<file path="src/rtl/alu_issue_if.sv">
// Issue-stage bus: upstream instruction channel, write-back forwarding port and ALU-facing outputs.
// The stage side uses the slave modport; the producer/consumer side uses master.
interface alu_issue_if #(
  parameter int unsigned DW = 32,
  parameter int unsigned RW = 5
);
  logic          in_valid;
  logic          in_ready;
  logic [3:0]    in_aluop;
  logic [RW-1:0] in_rs_idx;
  logic [RW-1:0] in_rt_idx;
  logic [RW-1:0] in_rd_idx;
  logic [DW-1:0] in_rs_val;
  logic [DW-1:0] in_rt_val;
  logic [15:0]   in_imm;
  logic          in_use_imm;
  logic          in_imm_sext;
  logic          fwd_we;
  logic [RW-1:0] fwd_idx;
  logic [DW-1:0] fwd_data;
  logic          out_valid;
  logic          out_ready;
  logic [DW-1:0] A;
  logic [DW-1:0] B;
  logic [3:0]    ALUop;
  logic [RW-1:0] out_rd_idx;

  modport slave (
    input  in_valid, in_aluop, in_rs_idx, in_rt_idx, in_rd_idx, in_rs_val, in_rt_val,
    input  in_imm, in_use_imm, in_imm_sext, fwd_we, fwd_idx, fwd_data, out_ready,
    output in_ready, out_valid, A, B, ALUop, out_rd_idx
  );

  modport master (
    output in_valid, in_aluop, in_rs_idx, in_rt_idx, in_rd_idx, in_rs_val, in_rt_val,
    output in_imm, in_use_imm, in_imm_sext, fwd_we, fwd_idx, fwd_data, out_ready,
    input  in_ready, out_valid, A, B, ALUop, out_rd_idx
  );
endinterface

</file>
<file path="src/rtl/alu_issue_stage.sv">
// ALU issue stage: main + skid buffer with registered in_ready, immediate select and flush.
// Write-back forwarding into captured/buffered operands is enabled by defining ISSUE_FWD_EN.
module alu_issue_stage #(
  parameter int unsigned DW = 32,
  parameter int unsigned RW = 5
) (
  input logic       clk,
  input logic       rst,
  input logic       flush,
  alu_issue_if.slave bus
);

  typedef struct packed {
    logic [3:0]    aluop;
    logic [DW-1:0] a;
    logic [DW-1:0] b;
    logic [RW-1:0] rs_idx;
    logic [RW-1:0] rt_idx;
    logic [RW-1:0] rd_idx;
    logic          b_is_imm;
  } entry_t;

  entry_t        main_q, main_d, skid_q, skid_d;
  entry_t        cap, cap_fw, main_fw, skid_fw;
  logic          main_valid_q, main_valid_d, skid_valid_q, skid_valid_d;
  logic          accept, pop;
  logic [DW-1:0] ext_imm;

`ifdef ISSUE_FWD_EN
  // Register 0 is hard-wired, so a write-back to it never forwards.
  function automatic entry_t apply_fwd(input entry_t e, input logic we,
                                       input logic [RW-1:0] idx, input logic [DW-1:0] data);
    entry_t r;
    r = e;
    if (we && (idx != '0)) begin
      if (e.rs_idx == idx) r.a = data;
      if (!e.b_is_imm && (e.rt_idx == idx)) r.b = data;
    end
    return r;
  endfunction
`else
  logic unused_fwd;
  assign unused_fwd = ^{bus.fwd_we, bus.fwd_idx, bus.fwd_data,
                        main_q.rs_idx, main_q.rt_idx, main_q.b_is_imm};
`endif

  always_comb begin
    ext_imm = bus.in_imm_sext ? {{(DW-16){bus.in_imm[15]}}, bus.in_imm}
                              : {{(DW-16){1'b0}}, bus.in_imm};
    cap.aluop    = bus.in_aluop;
    cap.a        = bus.in_rs_val;
    cap.b        = bus.in_use_imm ? ext_imm : bus.in_rt_val;
    cap.rs_idx   = bus.in_rs_idx;
    cap.rt_idx   = bus.in_rt_idx;
    cap.rd_idx   = bus.in_rd_idx;
    cap.b_is_imm = bus.in_use_imm;
`ifdef ISSUE_FWD_EN
    cap_fw  = apply_fwd(cap, bus.fwd_we, bus.fwd_idx, bus.fwd_data);
    main_fw = main_valid_q ? apply_fwd(main_q, bus.fwd_we, bus.fwd_idx, bus.fwd_data) : main_q;
    skid_fw = skid_valid_q ? apply_fwd(skid_q, bus.fwd_we, bus.fwd_idx, bus.fwd_data) : skid_q;
`else
    cap_fw  = cap;
    main_fw = main_q;
    skid_fw = skid_q;
`endif
  end

  assign accept = bus.in_valid && !skid_valid_q && !flush;
  assign pop    = main_valid_q && bus.out_ready;

  always_comb begin
    main_d       = main_fw;
    skid_d       = skid_fw;
    main_valid_d = main_valid_q;
    skid_valid_d = skid_valid_q;
    if (flush) begin
      // Fields hold their values; only the valids drop.
      main_d       = main_q;
      skid_d       = skid_q;
      main_valid_d = 1'b0;
      skid_valid_d = 1'b0;
    end else if (!main_valid_q || pop) begin
      if (skid_valid_q) begin
        main_d       = skid_fw;
        main_valid_d = 1'b1;
        skid_valid_d = 1'b0;
      end else if (accept) begin
        main_d       = cap_fw;
        main_valid_d = 1'b1;
      end else begin
        main_valid_d = 1'b0;
      end
    end else if (accept) begin
      skid_d       = cap_fw;
      skid_valid_d = 1'b1;
    end
  end

  always_ff @(posedge clk) begin
    if (rst) begin
      main_q       <= '0;
      skid_q       <= '0;
      main_valid_q <= 1'b0;
      skid_valid_q <= 1'b0;
    end else begin
      main_q       <= main_d;
      skid_q       <= skid_d;
      main_valid_q <= main_valid_d;
      skid_valid_q <= skid_valid_d;
    end
  end

  assign bus.in_ready   = !skid_valid_q;
  assign bus.out_valid  = main_valid_q;
  assign bus.A          = main_q.a;
  assign bus.B          = main_q.b;
  assign bus.ALUop      = main_q.aluop;
  assign bus.out_rd_idx = main_q.rd_idx;

endmodule
</file>
<file path="src/flat_wrapper.sv">
// flat-port wrapper written by rule: the top's interface ports become plain ports
module alu_issue_stage_flat 
#(
  parameter int unsigned DW = 32,
  parameter int unsigned RW = 5
)
  (clk, rst, flush, bus_in_valid, bus_in_aluop, bus_in_rs_idx, bus_in_rt_idx, bus_in_rd_idx, bus_in_rs_val, bus_in_rt_val, bus_in_imm, bus_in_use_imm, bus_in_imm_sext, bus_fwd_we, bus_fwd_idx, bus_fwd_data, bus_out_ready, bus_in_ready, bus_out_valid, bus_A, bus_B, bus_ALUop, bus_out_rd_idx);
  alu_issue_if #(.DW(DW), .RW(RW)) bus_i ();
  input logic clk;
  input logic rst;
  input logic flush;
  input wire logic [$bits(bus_i.in_valid)-1:0] bus_in_valid;
  input wire logic [$bits(bus_i.in_aluop)-1:0] bus_in_aluop;
  input wire logic [$bits(bus_i.in_rs_idx)-1:0] bus_in_rs_idx;
  input wire logic [$bits(bus_i.in_rt_idx)-1:0] bus_in_rt_idx;
  input wire logic [$bits(bus_i.in_rd_idx)-1:0] bus_in_rd_idx;
  input wire logic [$bits(bus_i.in_rs_val)-1:0] bus_in_rs_val;
  input wire logic [$bits(bus_i.in_rt_val)-1:0] bus_in_rt_val;
  input wire logic [$bits(bus_i.in_imm)-1:0] bus_in_imm;
  input wire logic [$bits(bus_i.in_use_imm)-1:0] bus_in_use_imm;
  input wire logic [$bits(bus_i.in_imm_sext)-1:0] bus_in_imm_sext;
  input wire logic [$bits(bus_i.fwd_we)-1:0] bus_fwd_we;
  input wire logic [$bits(bus_i.fwd_idx)-1:0] bus_fwd_idx;
  input wire logic [$bits(bus_i.fwd_data)-1:0] bus_fwd_data;
  input wire logic [$bits(bus_i.out_ready)-1:0] bus_out_ready;
  output wire logic [$bits(bus_i.in_ready)-1:0] bus_in_ready;
  output wire logic [$bits(bus_i.out_valid)-1:0] bus_out_valid;
  output wire logic [$bits(bus_i.A)-1:0] bus_A;
  output wire logic [$bits(bus_i.B)-1:0] bus_B;
  output wire logic [$bits(bus_i.ALUop)-1:0] bus_ALUop;
  output wire logic [$bits(bus_i.out_rd_idx)-1:0] bus_out_rd_idx;
  assign bus_i.in_valid = bus_in_valid;
  assign bus_i.in_aluop = bus_in_aluop;
  assign bus_i.in_rs_idx = bus_in_rs_idx;
  assign bus_i.in_rt_idx = bus_in_rt_idx;
  assign bus_i.in_rd_idx = bus_in_rd_idx;
  assign bus_i.in_rs_val = bus_in_rs_val;
  assign bus_i.in_rt_val = bus_in_rt_val;
  assign bus_i.in_imm = bus_in_imm;
  assign bus_i.in_use_imm = bus_in_use_imm;
  assign bus_i.in_imm_sext = bus_in_imm_sext;
  assign bus_i.fwd_we = bus_fwd_we;
  assign bus_i.fwd_idx = bus_fwd_idx;
  assign bus_i.fwd_data = bus_fwd_data;
  assign bus_i.out_ready = bus_out_ready;
  assign bus_in_ready = bus_i.in_ready;
  assign bus_out_valid = bus_i.out_valid;
  assign bus_A = bus_i.A;
  assign bus_B = bus_i.B;
  assign bus_ALUop = bus_i.ALUop;
  assign bus_out_rd_idx = bus_i.out_rd_idx;
  alu_issue_stage #(.DW(DW), .RW(RW)) u_core (.clk(clk), .rst(rst), .flush(flush), .bus(bus_i));
endmodule
</file>
<file path="config.mk">
export PLATFORM = sky130hd
export DESIGN_NAME = alu_issue_stage_flat
export DESIGN_NICKNAME = d
export VERILOG_FILES = /design/src/rtl/alu_issue_if.sv /design/src/rtl/alu_issue_stage.sv /design/src/flat_wrapper.sv
export SDC_FILE = /design/constraint.sdc
export NUM_CORES = 1
export LEC_CHECK = 0
export ABC_AREA = 0
export BUFFER_PORTS_ARGS = -buffer_cell sky130_fd_sc_hd__buf_4
export CAP_MARGIN = 15
export CELL_PAD_IN_SITES_DETAIL_PLACEMENT = 1
export CELL_PAD_IN_SITES_GLOBAL_PLACEMENT = 1
export CORE_AREA = 4 4 168 130
export DETAILED_ROUTE_END_ITERATION = 16
export DIE_AREA = 0 0 172 134
export PLACE_DENSITY_LB_ADDON = 0.1
export REMOVE_ABC_BUFFERS = 1
export SLEW_MARGIN = 20
export SYNTH_ARGS = -nofsm -noshare
export SYNTH_HDL_FRONTEND = slang
export SYNTH_SLANG_ARGS = --single-unit
</file>
<file path="constraint.sdc">
create_clock -name clk -period 1.4 [get_ports clk]
set_input_delay 0.07 -clock clk [delete_from_list [all_inputs] [get_ports clk]]
set_output_delay 0.07 -clock clk [all_outputs]
set_load 0.01 [all_outputs]
</file>
==> qor.log, run 1 <==
qor: status.result_of_the_run complete, but fails checks
qor: status.violated_checks negative setup slack
qor: finish.final_layout_size_suffix_gt1_share 38.34%
qor: power_and_ir_drop.power_leakage 3.822 nW
qor: logic_synthesis.dominant_combinational_cell_family_by_area_after_synthesis compound AO/OA/AOI/OAI gates
qor: power_and_ir_drop.max_rail_drop_vdd 0.5330 mV
qor: finish.fin_nets 1083
qor: logic_synthesis.synth_simple_gate_area_share 12.33%
qor: setup_path.worstSetupEndpointType flop
qor: clock_network.clock-sinks 148
qor: logic_synthesis.synth_sequential_area_ratio 45.21%
qor: clock_network.clock_transition_at_the_register_clock_pins_on_the_worst_setup_and_hold_paths_after_cts 0.07 ns
qor: finish.regArea 2968 µm²
qor: clock_network.max-clock-path-buffers 2
qor: logic_synthesis.synth_compound_area_share 24.26%
qor: timing.grt_setup_unrepaired true
qor: setup_path.worst-path-max-fanout 8
qor: logic_synthesis.number_of_flip_flops_and_latches_in_the_synthesized_netlist 148
qor: timing.fin_crit 1.478 ns
qor: drt.viasPerCell 5.450
qor: place.routabilityCongestion 0.7611
qor: setup_path.ws_path_type flop to flop
qor: timing.totalNegativeSetupSlack -0.5661 ns
qor: job.cap_viol_max_count 0
qor: grt.groute.usage.overall 19.96%
qor: setup_path.critical_path.max_stage_delay 0.37 ns
qor: floorplanning.placement_rows 45
qor: finish.finalNonFillerCells 1210
qor: logic_synthesis.ys.warnings.count 0
qor: logic_synthesis.synthesis.instances 735
qor: finish.syn_to_final_growth 51.68%
qor: floorplanning.die-height 134 µm
qor: grt.pin_count_of_the_biggest_net_entering_global_routing 55
qor: setup_path.worstPathCellList nor4bb_4 > buf_6 > clkbuf_16 > nand3_1 > a21oi_1
qor: clock_network.cts_made_buffers 17
qor: logic_synthesis.post_synth.cell_area_avg 8.917 µm²
qor: clock_network.cts_tree done
qor: finish.mostFrequentLayoutCell buf_4
qor: timing.max_freq 0.6764 GHz
qor: place.hpwl 14990 µm
qor: finish.filler_cell_count 2229
qor: timing.report.final.setup_viol 25
qor: grt.antenna_found_initial 0
qor: drt.wirelength 24620 µm
qor: grt.grt_pass1_wl 36910 µm
qor: logic_synthesis.post_synth_mux_area_share 11.45%
qor: grt.grt_remaining_overflow 0
qor: timing.drv_slew 0
qor: setup_path.critPathArrivalTime 1.81 ns
qor: timing.timing.final.ws_setup -0.07844 ns
qor: logic_synthesis.synth_xor_area_share 0%
qor: logic_synthesis.synth_cell_types 30
qor: timing.max_slew.worst_pin.slew 0.8356 ns
qor: floorplanning.die_area 23050 µm²
qor: timing.fin_crit_sh 105.6%
qor: floorplanning.floorplan.initialDensity 32.70%
qor: timing.report.final.hold_viol_count 0
qor: timing.final.setup_skew 0.01482 ns
qor: floorplanning.fp.coreArea 20040 µm²
qor: drt.route.detailed.wl_per_inst 20.35 µm
qor: timing.slew_headroom 44.30%
qor: min_path.hold_path.class primary input to flop
qor: finish.most_frequent_cells_in_the_layout buf_4, dfxtp_1, a21oi_1
qor: finish.multi_input_area 3558 µm²
qor: logic_synthesis.yosys.area_share.adder 0%
qor: finish.insertedDiodeCount 0
qor: power_and_ir_drop.power_density 1050 nW/µm²
qor: drt.drc_errors 0
qor: clock_network.root_buffer clkbuf_16
qor: place.port_buffers 170
qor: floorplanning.fp.dieW 172 µm
qor: setup_path.critical-path-slowest-cell dfxtp_4
qor: drt.detailedRoute.firstPassIterationCount 4
qor: clock_network.ctsHtreeMaxLevel 4
qor: floorplanning.design.portCount 219
qor: logic_synthesis.post_synth_instance_area 6554 µm²
qor: drt.initialDrtViolationCount 302
qor: clock_network.insertion_delay 0.42 ns
qor: place.place_inst 1120
qor: setup_path.startpoint_type flop
qor: grt.number_of_global_route_vias_before_repair 6857
qor: drt.final_antenna_net_count 0
qor: drt.via_count 6594
qor: setup_path.timing.critical_path.required 1.74 ns
worst paths after layout:
path | start | to | slack (ns) | cells past startpoint
setup reg to reg | u_core.skid_valid_q | u_core.skid_fw[54] | -0.08 | 5
hold reg to reg | u_core.bus.B[19] | u_core.bus.B[19] | 0.47 | 1
hold / removal | bus_in_rt_val[22] | u_core.skid_fw[38] | 0.02 | 3
setup / recovery | u_core.skid_valid_q | u_core.skid_fw[54] | -0.08 | 5
final cells by class:
cell class	instances	area share, %
tap	258	3.247
clock inverter	12	1.045
multi-input combinational	490	35.80
inverter	14	0.5286
timing repair buffer	268	24.93
clock buffer	20	4.594
sequential	148	29.86
per-layer routing:
metal | routed length, µm | up-vias | global-route usage [%]
li1 | - | 3113 | -
met1 | 11720 | 3299 | 27.15
met2 | 11560 | 166 | 32.36
met3 | 1120 | 16 | 4.420
met4 | 218 | 0 | 4.758
met5 | 0 | - | 0
power by group:
| group | internal, W | total (W) | switching (W) |
|---|---|---|---|
| clock | 0.00254 | 0.00440 | 0.00187 |
| sequential | 0.00436 | 0.00446 | 0.0000985 |
| combinational | 0.000768 | 0.00157 | 0.000802 |
| total | 0.00767 | 0.0104 | 0.00277 |
registers in the layout (all words and copies together), names as in the netlist:
| signal | count |
|---|---|
| u_core.skid_fw | 73 |
| u_core.bus.A | 32 |
| u_core.bus.B | 32 |
| u_core.bus.out_rd_idx | 5 |
| u_core.bus.ALUop | 4 |
| u_core.bus.out_valid | 1 |
| u_core.skid_valid_q | 1 |
through the flow:
step	util (%)	worst slack, ns	instance area [µm²]	hold WS, ns	power, W
final	49.59	-0.07844	9941	0.01530	0.01043
after global routing	49.59	-0.1412	9941	0.02144	0.01088
after CTS	46.67	-0.03208	9355	0.002296	0.01044
after detailed placement	41.23	-0.1408	8264	0.3512	0.005909
after global placement	41.23	-0.06988	8264	0.3442	0.005871
after floorplan	-	-5.741	6165	0.1346	0.005053
cells by family after synthesis:
logic type	Yosys count
AO/OA/AOI/OAI	252
buffers and inverters	97
flip-flops	148
multiplexers	73
AND/OR/NAND/NOR	165
synth_stat cells:
library cell,number,area (µm²)
inv_2,2,7.510
dfxtp_1,148,2963
nor4bb_1,1,10.01
buf_4,5,37.54
and2_4,1,8.760
nor4_1,7,43.79
buf_2,29,145.1
o21ai_0,51,255.2
and3_1,2,12.51
a21oi_2,1,8.760
buf_6,3,33.78
mux2i_1,57,570.6
inv_1,12,45.04
mux2_2,16,180.2
a2111oi_0,10,87.58
nor2b_1,6,37.54
o22ai_1,16,100.1
o21ba_1,1,10.01
nand2b_1,8,50.05
nand4bb_1,1,11.26
nor3_1,48,240.2
nor2_1,1,3.750
a31oi_2,1,12.51
clkbuf_1,46,172.7
nand3_1,42,210.2
a32o_1,16,160.2
nand2_1,48,180.2
a211oi_1,28,210.2
a211oi_2,14,175.2
a21oi_1,114,570.6
critical path: cells and delay by family, from the launching register on:
family	cells	cell delay [ns]
AO/OA/AOI/OAI	1	0.17
buffers and inverters	2	0.43
flip-flops	1	0.37
AND/OR/NAND/NOR	2	0.44
what timing repair did:
item / 4_1_cts / 5_1_grt
pin swaps: 4 / 43
cloned: 0 / 8
endpoints found under the setup margin: 83 / 117
resized for setup: 11 / 97
hold buffers: 47 / 0
buffers inserted: 2 / 1
hold endpoints to repair: 55 / 0
No activity file was read; power rests on OpenSTA's default activity.
==> run 2: changes to the inputs <==
Settings changed: ABC_AREA 0 to 1, CORE_AREA 4 4 168 130 to 4 4 181 139, DIE_AREA 0 0 172 134 to 0 0 185 143.
==> run 2 against run 1 <==
The flow now finishes without violations. Routed wire length is 9.7% lower. Clock skew is 0.00051 ns higher. Final cell count is 43% higher. Flip-flop and latch count stayed put. Area after synthesis is 9.7% higher. Register-to-register slack better by 0.16 ns. Sequential share of layout area is 0.73 points lower. Power is 0.95% lower. Cell area is 2.5% higher. Fmax is 12% higher.
==> qor.log, run 2 <==
qor: status.result_of_the_run completed [was complete, but fails checks]
qor: floorplanning.design.portCount 219 [unchanged]
qor: logic_synthesis.post_synth_instance_area 7188 µm² [was 6554 µm²]
qor: drt.via_count 7439 [was 6594]
qor: setup_path.critPathArrivalTime 1.63 ns [was 1.81 ns]
qor: timing.max_freq 0.7576 GHz [was 0.6764 GHz]
qor: finish.mostFrequentLayoutCell nand2_1 [was buf_4]
qor: drt.final_antenna_net_count 0 [unchanged]
qor: timing.fin_crit 1.320 ns [was 1.478 ns]
qor: timing.fin_crit_sh 94.28% [was 105.6%]
qor: clock_network.clock_transition_at_the_register_clock_pins_on_the_worst_setup_and_hold_paths_after_cts 0.06 ns [was 0.07 ns]
qor: timing.slew_headroom 70.83% [was 44.30%]
qor: finish.regArea 2968 µm² [unchanged]
qor: grt.groute.usage.overall 16.39% [was 19.96%]
qor: floorplanning.placement_rows 49 [was 45]
qor: finish.multi_input_area 3367 µm² [was 3558 µm²]
qor: timing.max_slew.worst_pin.slew 0.4376 ns [was 0.8356 ns]
qor: job.cap_viol_max_count 0 [unchanged]
qor: place.routabilityCongestion 0.7206 [was 0.7611]
qor: logic_synthesis.synthesis.instances 1203 [was 735]
qor: timing.final.setup_skew 0.01534 ns [was 0.01482 ns]
qor: clock_network.clock-sinks 148 [unchanged]
qor: floorplanning.floorplan.initialDensity 30.53% [was 32.70%]
qor: finish.fin_nets 1553 [was 1083]
qor: timing.report.final.hold_viol_count 0 [unchanged]
qor: clock_network.ctsHtreeMaxLevel 4 [unchanged]
qor: power_and_ir_drop.finalPower 0.01034 W [was 0.01043 W]
qor: clock_network.root_buffer clkbuf_16 [unchanged]
qor: clock_network.cts_made_buffers 17 [unchanged]
qor: floorplanning.die_area 26460 µm² [was 23050 µm²]
qor: logic_synthesis.netlist.area_leader.share 41.22% [was 45.21%]
qor: logic_synthesis.synth_cell_types 17 [was 30]
qor: drt.initialDrtViolationCount 264 [was 302]
qor: grt.number_of_global_route_vias_before_repair 7222 [was 6857]
qor: finish.max_ffs_per_register 73 [unchanged]
qor: logic_synthesis.ys_async_sr_fraction 0% [unchanged]
qor: logic_synthesis.postSynth.topFlopCell dfxtp_1 [unchanged]
qor: setup_path.critical-path-slowest-cell dfxtp_2 [was dfxtp_4]
qor: logic_synthesis.synth_most_common_cell nand2_1 [was dfxtp_1]
qor: setup_path.timing.critical_path.required 1.71 ns [was 1.74 ns]
qor: clock_network.cts_tree done [unchanged]
qor: place.hpwl 14190 µm [was 14990 µm]
qor: drt.route.detailed.wl_per_inst 12.86 µm [was 20.35 µm]
qor: min_path.hold_path.class primary input to flop [unchanged]
qor: setup_path.worstSetupEndpointType flop [unchanged]
qor: logic_synthesis.post_synth.cell_area_avg 5.975 µm² [was 8.917 µm²]
qor: timing.report.final.setup_viol 0 [was 25]
qor: finish.most_frequent_cells_in_the_layout nand2_1, nor2_1, buf_4 [was buf_4, dfxtp_1, a21oi_1]
qor: drt.drc_errors 0 [unchanged]
qor: logic_synthesis.post_synth_main_area_contributors dfxtp_1, nand2_1, nor2_1 [was dfxtp_1, a21oi_1, mux2i_1]
qor: min_path.min-delay-start flush [was bus_in_rt_val[22]]
qor: grt.grt_pass1_wl 35420 µm [was 36910 µm]
qor: floorplanning.fp.dieW 185 µm [was 172 µm]
qor: setup_path.critical_path.top_delay_family buffers and inverters [was simple AND/OR/NAND/NOR gates]
qor: timing.drv_slew 0 [unchanged]
qor: grt.antenna_found_initial 1 [was 0]
qor: clock_network.max-clock-path-buffers 2 [unchanged]
qor: power_and_ir_drop.power_density 1014 nW/µm² [was 1050 nW/µm²]
qor: drt.viasPerCell 4.302 [was 5.450]
qor: setup_path.timing.rr.start u_core.bus.out_valid [was u_core.skid_valid_q]
qor: power_and_ir_drop.power_leakage 5.191 nW [was 3.822 nW]
qor: finish.post-route-util 43.28% [was 49.59%]
qor: finish.final_layout_size_suffix_gt1_share 18.28% [was 38.34%]
qor: setup_path.critical_path.max_stage_delay 0.33 ns [was 0.37 ns]
qor: drt.detailedRoute.firstPassIterationCount 4 [unchanged]
qor: setup_path.worstPathCellList inv_2 > nor2_4 > nand2_2 > nor2_4 > buf_12 > buf_12 > buf_12 > nand2_1 > nand2_1 > nor2_1 [was nor4bb_4 > buf_6 > clkbuf_16 > nand3_1 > a21oi_1]
qor: grt.grt_remaining_overflow 0 [unchanged]
qor: floorplanning.fp.coreArea 23540 µm² [was 20040 µm²]
qor: place.port_buffers 170 [unchanged]
qor: setup_path.worstPathBufferInverterCount 4 [was 2]
qor: logic_synthesis.synth_sequential_area_ratio 41.22% [was 45.21%]
qor: power_and_ir_drop.max_rail_drop_vdd 0.8026 mV [was 0.5330 mV]
qor: logic_synthesis.synth-edff-count 0 [unchanged]
qor: setup_path.critPathLaunch u_core.bus.out_valid [was u_core.skid_valid_q]
qor: clock_network.insertion_delay 0.43 ns [was 0.42 ns]
qor: timing.whs 0.05522 ns [was 0.01530 ns]
qor: drt.wirelength 22240 µm [was 24620 µm]
qor: finish.syn_to_final_growth 41.74% [was 51.68%]
qor: setup_path.worst-path-max-fanout 16 [was 8]
qor: setup_path.ws_path_type flop to flop [unchanged]
qor: logic_synthesis.ys.warnings.count 0 [unchanged]
qor: logic_synthesis.synth.cells.most_frequent nand2_1, nor2_1, dfxtp_1 [was dfxtp_1, a21oi_1, mux2i_1]
qor: setup_path.startpoint_type flop [unchanged]
qor: finish.filler_cell_count 3152 [was 2229]
qor: grt.pin_count_of_the_biggest_net_entering_global_routing 84 [was 55]
qor: logic_synthesis.synth_top_area_cell dfxtp_1 [unchanged]
qor: setup_path.crit_path_frequent_cell buf_12
qor: logic_synthesis.number_of_flip_flops_and_latches_in_the_synthesized_netlist 148 [unchanged]
qor: floorplanning.die-height 143 µm [was 134 µm]
run 2: changes by cell type in the layout (fill, tap and decap cells not counted), moves of 22 or more:
cell | previous run | this run
nor2_1 | 1 | 334
nor3_1 | 26 | 1
o21ai_0 | 45 | 0
nand2_1 | 48 | 422
a21oi_1 | 85 | 58
inv_1 | 11 | 124
mux2i_1 | 57 | 0
a21oi_2 | 29 | 0
a211oi_2 | 22 | 0
run 2: logic make-up (layout without fill, tap and decap cells):
logic type	count (synthesis)	after routing	share of synthesized area (%)
buffers and inverters	200	419	12.22
other	0	1	0
AOI/OAI and AO/OA	60	60	4.334
and+or+nand+nor	795	795	42.23
DFF	148	148	41.22
run 2: where the power goes:
part / internal (W) / switching [W]
Clock: 0.00237 / 0.00204
Sequential: 0.00436 / 0.0000860
Combinational: 0.000725 / 0.000752
Total: 0.00746 / 0.00288
run 2: layer usage:
metal  wire, µm  GRT usage (%)  up-vias
met5          0              0        -
met4        144          3.243        0
met3        881          3.718       11
met2      10160          26.94      113
met1      11050          22.32     3365
li1           -              -     3950
run 2: worst paths after layout:
kind                                            to  cells past startpoint  slack [ns]
worst min-delay path              u_core.bus.B[22]                      5        0.06
worst max-delay path            u_core.skid_fw[47]                     10        0.08
worst max register to register  u_core.skid_fw[47]                     10        0.08
worst min register to register  u_core.skid_fw[83]                      2        0.48
run 2: stage by stage:
| step | setup slack [ns] | cells | setup TNS (ns) | instance area (µm²) |
|---|---|---|---|---|
| 2_1_floorplan | -5.470 | 1132 | -627.56 | 6794 |
| 3_3_place_gp | 0.1015 | 1643 | 0 | 8947 |
| 3_5_place_dp | 0.06739 | 1643 | 0 | 8947 |
| 4_1_cts | 0.005167 | 1718 | 0 | 9935 |
| 5_1_grt | -0.05279 | 1729 | -0.06702 | 10190 |
| 6_report | 0.08011 | 1729 | 0 | 10190 |
run 2: worst register-to-register path, stage by stage, from the launching register on:
cell and delay (ns):
dfxtp_2 0.33, inv_2 0.04, nor2_4 0.08, nand2_2 0.07, nor2_4 0.12, buf_12 0.14
buf_12 0.14, buf_12 0.15, nand2_1 0.05, nand2_1 0.05, nor2_1 0.04
run 2: area by class of cell:
| cell class | count | area share [%] |
|---|---|---|
| clock buffers | 19 | 4.347 |
| clock inverters | 13 | 1.118 |
| well taps | 306 | 3.758 |
| flip-flops and latches | 148 | 29.13 |
| multi-input cells | 855 | 33.05 |
| repair buffers | 258 | 23.78 |
| inverters | 129 | 4.802 |
| diodes | 1 | 0.02456 |
run 2: what timing repair did:
action / in CTS / in global routing
hold buffers: 43 / 0
setup buffers: 0 / 2
resized for setup: 0 / 9
endpoints found under the hold margin: 43 / 0
endpoints found under the setup margin: 0 / 33
==> run 3: changes to the inputs <==
Settings changed: CORE_AREA 4 4 181 139 to 4 4 171 132, DIE_AREA 0 0 185 143 to 0 0 175 136.
Clock period 1.4 ns to 1.47 ns, I/O delays scaled along.
==> run 3 against run 2 <==
Flip-flop and latch count is the same. Via count shrank 0.23%. Sequential power is 4.7% lower. Count of clock-buffer cells in the layout decreased by 1. Global-route usage grew 1.5 points. Power fell by 1.7%. Hold slack worse by 0.018 ns. Non-clock buffer count shrank 14. Setup slack better by 0.028 ns. Critical endpoint is now bus_in_ready. Largest cell class unchanged.
==> qor.log, run 3 (synthesized netlist as in run 2, its figures left out) <==
qor: power_and_ir_drop.power_density 1022 nW/µm² [was 1014 nW/µm²]
qor: timing.whs 0.03733 ns [was 0.05522 ns]
qor: finish.filler_cell_count 2827 [was 3152]
qor: setup_path.ws_path_type flop to output pin [was flop to flop]
qor: setup_path.worstSetupEndpointType output pin [was flop]
qor: grt.grt_pass1_wl 35160 µm [was 35420 µm]
qor: floorplanning.floorplan.initialDensity 34.50% [was 30.53%]
qor: place.pre_cts_ws 0.1146 ns [was 0.06739 ns]
qor: setup_path.timing.rr.start u_core.bus.out_valid [unchanged]
qor: timing.report.final.setup_viol 0 [unchanged]
qor: timing.timing.final.ws_setup 0.1077 ns [was 0.08011 ns]
qor: drt.route.detailed.wl_per_inst 12.71 µm [was 12.86 µm]
qor: finish.most_frequent_cells_in_the_layout nand2_1, nor2_1, buf_4 [unchanged]
qor: clock_network.ctsHtreeMaxLevel 4 [unchanged]
qor: min_path.hold-path-endpoint u_core.skid_fw[49] [was u_core.bus.B[22]]
qor: drt.via_count 7422 [was 7439]
qor: finish.final_layout_size_suffix_gt1_share 17.61% [was 18.28%]
qor: finish.fin_nets 1539 [was 1553]
qor: floorplanning.fp.coreArea 20840 µm² [was 23540 µm²]
qor: place.routabilityCongestion 0.7161 [was 0.7206]
qor: drt.drc_errors 0 [unchanged]
qor: min_path.hold_path.class primary input to flop [unchanged]
qor: place.hpwl 13620 µm [was 14190 µm]
qor: setup_path.reg2regPathDepth 9 [was 10]
qor: status.result_of_the_run completed [unchanged]
qor: min_path.hold_path_depth 5 [unchanged]
qor: clock_network.root_buffer clkbuf_16 [unchanged]
qor: timing.max_slew.worst_pin.slew 0.4995 ns [was 0.4376 ns]
qor: finish.post-route-util 47.69% [was 43.28%]
qor: grt.number_of_global_route_vias_before_repair 7195 [was 7222]
qor: setup_path.critPathArrivalTime 1.29 ns [was 1.63 ns]
qor: setup_path.startpoint_type flop [unchanged]
qor: clock_network.cts_tree done [unchanged]
qor: floorplanning.die_area 23800 µm² [was 26460 µm²]
qor: floorplanning.die-height 136 µm [was 143 µm]
qor: clock_network.insertion_delay 0.43 ns [about the same]
qor: power_and_ir_drop.clkPwrFrac 44.6% [was 42.7%]
qor: power_and_ir_drop.pwr-share-seq 41.6% [was 43.0%]
qor: finish.mostFrequentLayoutCell nand2_1 [unchanged]
qor: grt.grt_remaining_overflow 0 [unchanged]
qor: timing.max_freq 0.7340 GHz
qor: place.port_buffers 170 [unchanged]
qor: drt.final_antenna_net_count 0 [unchanged]
qor: grt.antenna_found_initial 0 [was 1]
qor: power_and_ir_drop.comb_power_share 13.8% [was 14.3%]
qor: drt.detailedRoute.firstPassIterationCount 4 [unchanged]
qor: clock_network.max-clock-path-buffers 2 [unchanged]
qor: timing.fin_crit 1.362 ns
qor: drt.wirelength 21550 µm [was 22240 µm]
qor: min_path.min-delay-start bus_in_rs_val[1] [was flush]
qor: timing.drv_slew 0 [unchanged]
qor: timing.slew_headroom 66.70% [was 70.83%]
qor: power_and_ir_drop.cellInternalPower 0.007436 W [was 0.007457 W]
qor: drt.viasPerCell 4.376 [was 4.302]
qor: grt.groute.usage.overall 17.86% [was 16.39%]
qor: floorplanning.placement_rows 46 [was 49]
qor: clock_network.clock-sinks 148 [unchanged]
qor: power_and_ir_drop.swShare 26.81% [was 27.84%]
qor: setup_path.timing.critical_path.required 1.40 ns [was 1.71 ns]
qor: timing.final.setup_skew 0.01400 ns [was 0.01534 ns]
qor: floorplanning.design.portCount 219 [unchanged]
qor: power_and_ir_drop.power_leakage 5.107 nW [was 5.191 nW]
qor: timing.fin_crit_sh 92.68%
qor: finish.finalNonFillerCells 1696 [was 1729]
qor: place.place_inst 1620 [was 1643]
qor: finish.insertedDiodeCount 0 [was 1]
qor: timing.grt_setup_unrepaired false
qor: grt.pin_count_of_the_biggest_net_entering_global_routing 89 [was 84]
qor: floorplanning.fp.dieW 175 µm [was 185 µm]
qor: finish.syn_to_final_growth 38.22% [was 41.74%]
qor: finish.max_ffs_per_register 73 [unchanged]
qor: power_and_ir_drop.net_switching 0.002723 W [was 0.002878 W]
qor: timing.report.final.hold_viol_count 0 [unchanged]
qor: clock_network.cts_made_buffers 17 [unchanged]
qor: setup_path.worst-path-max-fanout 17 [was 16]
qor: setup_path.register_to_register_path_setup_slack 0.11 ns [was 0.08 ns]
qor: power_and_ir_drop.max_rail_drop_vdd 0.6014 mV [was 0.8026 mV]
qor: clock_network.clock_transition_at_the_register_clock_pins_on_the_worst_setup_and_hold_paths_after_cts 0.06 ns [about the same]
qor: drt.initialDrtViolationCount 280 [was 264]
qor: setup_path.rr_endpoint u_core.skid_fw[2] [was u_core.skid_fw[47]]
qor: job.cap_viol_max_count 0 [unchanged]
run 3: cell count changes in the layout (fill, tap and decap cells not counted), moves of 2 or more:
cell / previous run / this run
buf_16: 2 / 0
buf_6: 4 / 2
dlygate4sd3_1: 43 / 41
buf_12: 16 / 14
bufinv_16: 0 / 2
clkbuf_16: 24 / 19
clkinvlp_4: 4 / 2
run 3: how the worst max path moves through the flow:
stage                          from                 end
2_1_floorplan   u_core.skid_valid_q  u_core.skid_fw[16]
3_3_place_gp   u_core.bus.out_valid   u_core.skid_fw[4]
3_5_place_dp   u_core.bus.out_valid   u_core.skid_fw[4]
4_1_cts        u_core.bus.out_valid  u_core.skid_fw[49]
5_1_grt        u_core.bus.out_valid   u_core.skid_fw[2]
6_report        u_core.skid_valid_q        bus_in_ready
run 3: power by group through the flow:
| stage | logic (W) | registers, W | clock network [W] |
|---|---|---|---|
| CTS | 0.00142 | 0.00423 | 0.00466 |
| global placement | 0.00130 | 0.00432 | 0 |
| detailed placement | 0.00132 | 0.00432 | 0 |
| floorplan | 0.000644 | 0.00437 | 0 |
| finish | 0.00140 | 0.00423 | 0.00453 |
| global route | 0.00159 | 0.00425 | 0.00488 |
run 3: worst max-delay path, stage by stage (launching register included):
cell and delay (ns):
dfxtp_4 0.36, inv_2 0.08, buf_4 0.26, buf_4 0.17
run 3: final cells by class:
type | instances | area, µm² | share of cell area, %
Timing Repair Buffer | 244 | 2152 | 21.66
Clock buffer | 18 | 439.2 | 4.420
Inverter | 129 | 486.7 | 4.899
Multi-Input combinational cell | 855 | 3367 | 33.89
Tap cell | 288 | 360.3 | 3.627
Clock inverter | 14 | 163.9 | 1.650
Sequential cell | 148 | 2967 | 29.86
run 3: through the flow:
stage / power [W] / setup TNS (ns) / instance area [µm²]
6_report: 0.01016 / 0 / 9936
3_5_place_dp: 0.005642 / 0 / 8837
5_1_grt: 0.01072 / 0 / 9936
3_3_place_gp: 0.005618 / 0 / 8837
4_1_cts: 0.01030 / 0 / 9851
2_1_floorplan: 0.005015 / -617.13 / 6794
run 3: layer usage:
metal	global-route usage [%]	up-vias	wire length [µm]
met2	29.79	113	9953
met5	0	-	0
li1	-	3931	-
met3	3.976	15	859
met1	23.70	3363	10550
met4	4.361	0	181
run 3: what timing repair did:
action                                  CTS  global route
gates resized for setup                   0             4
buffers inserted                          0             1
endpoints found under the setup margin    0            27
hold endpoints to repair                 47             0
hold buffers                             41             0
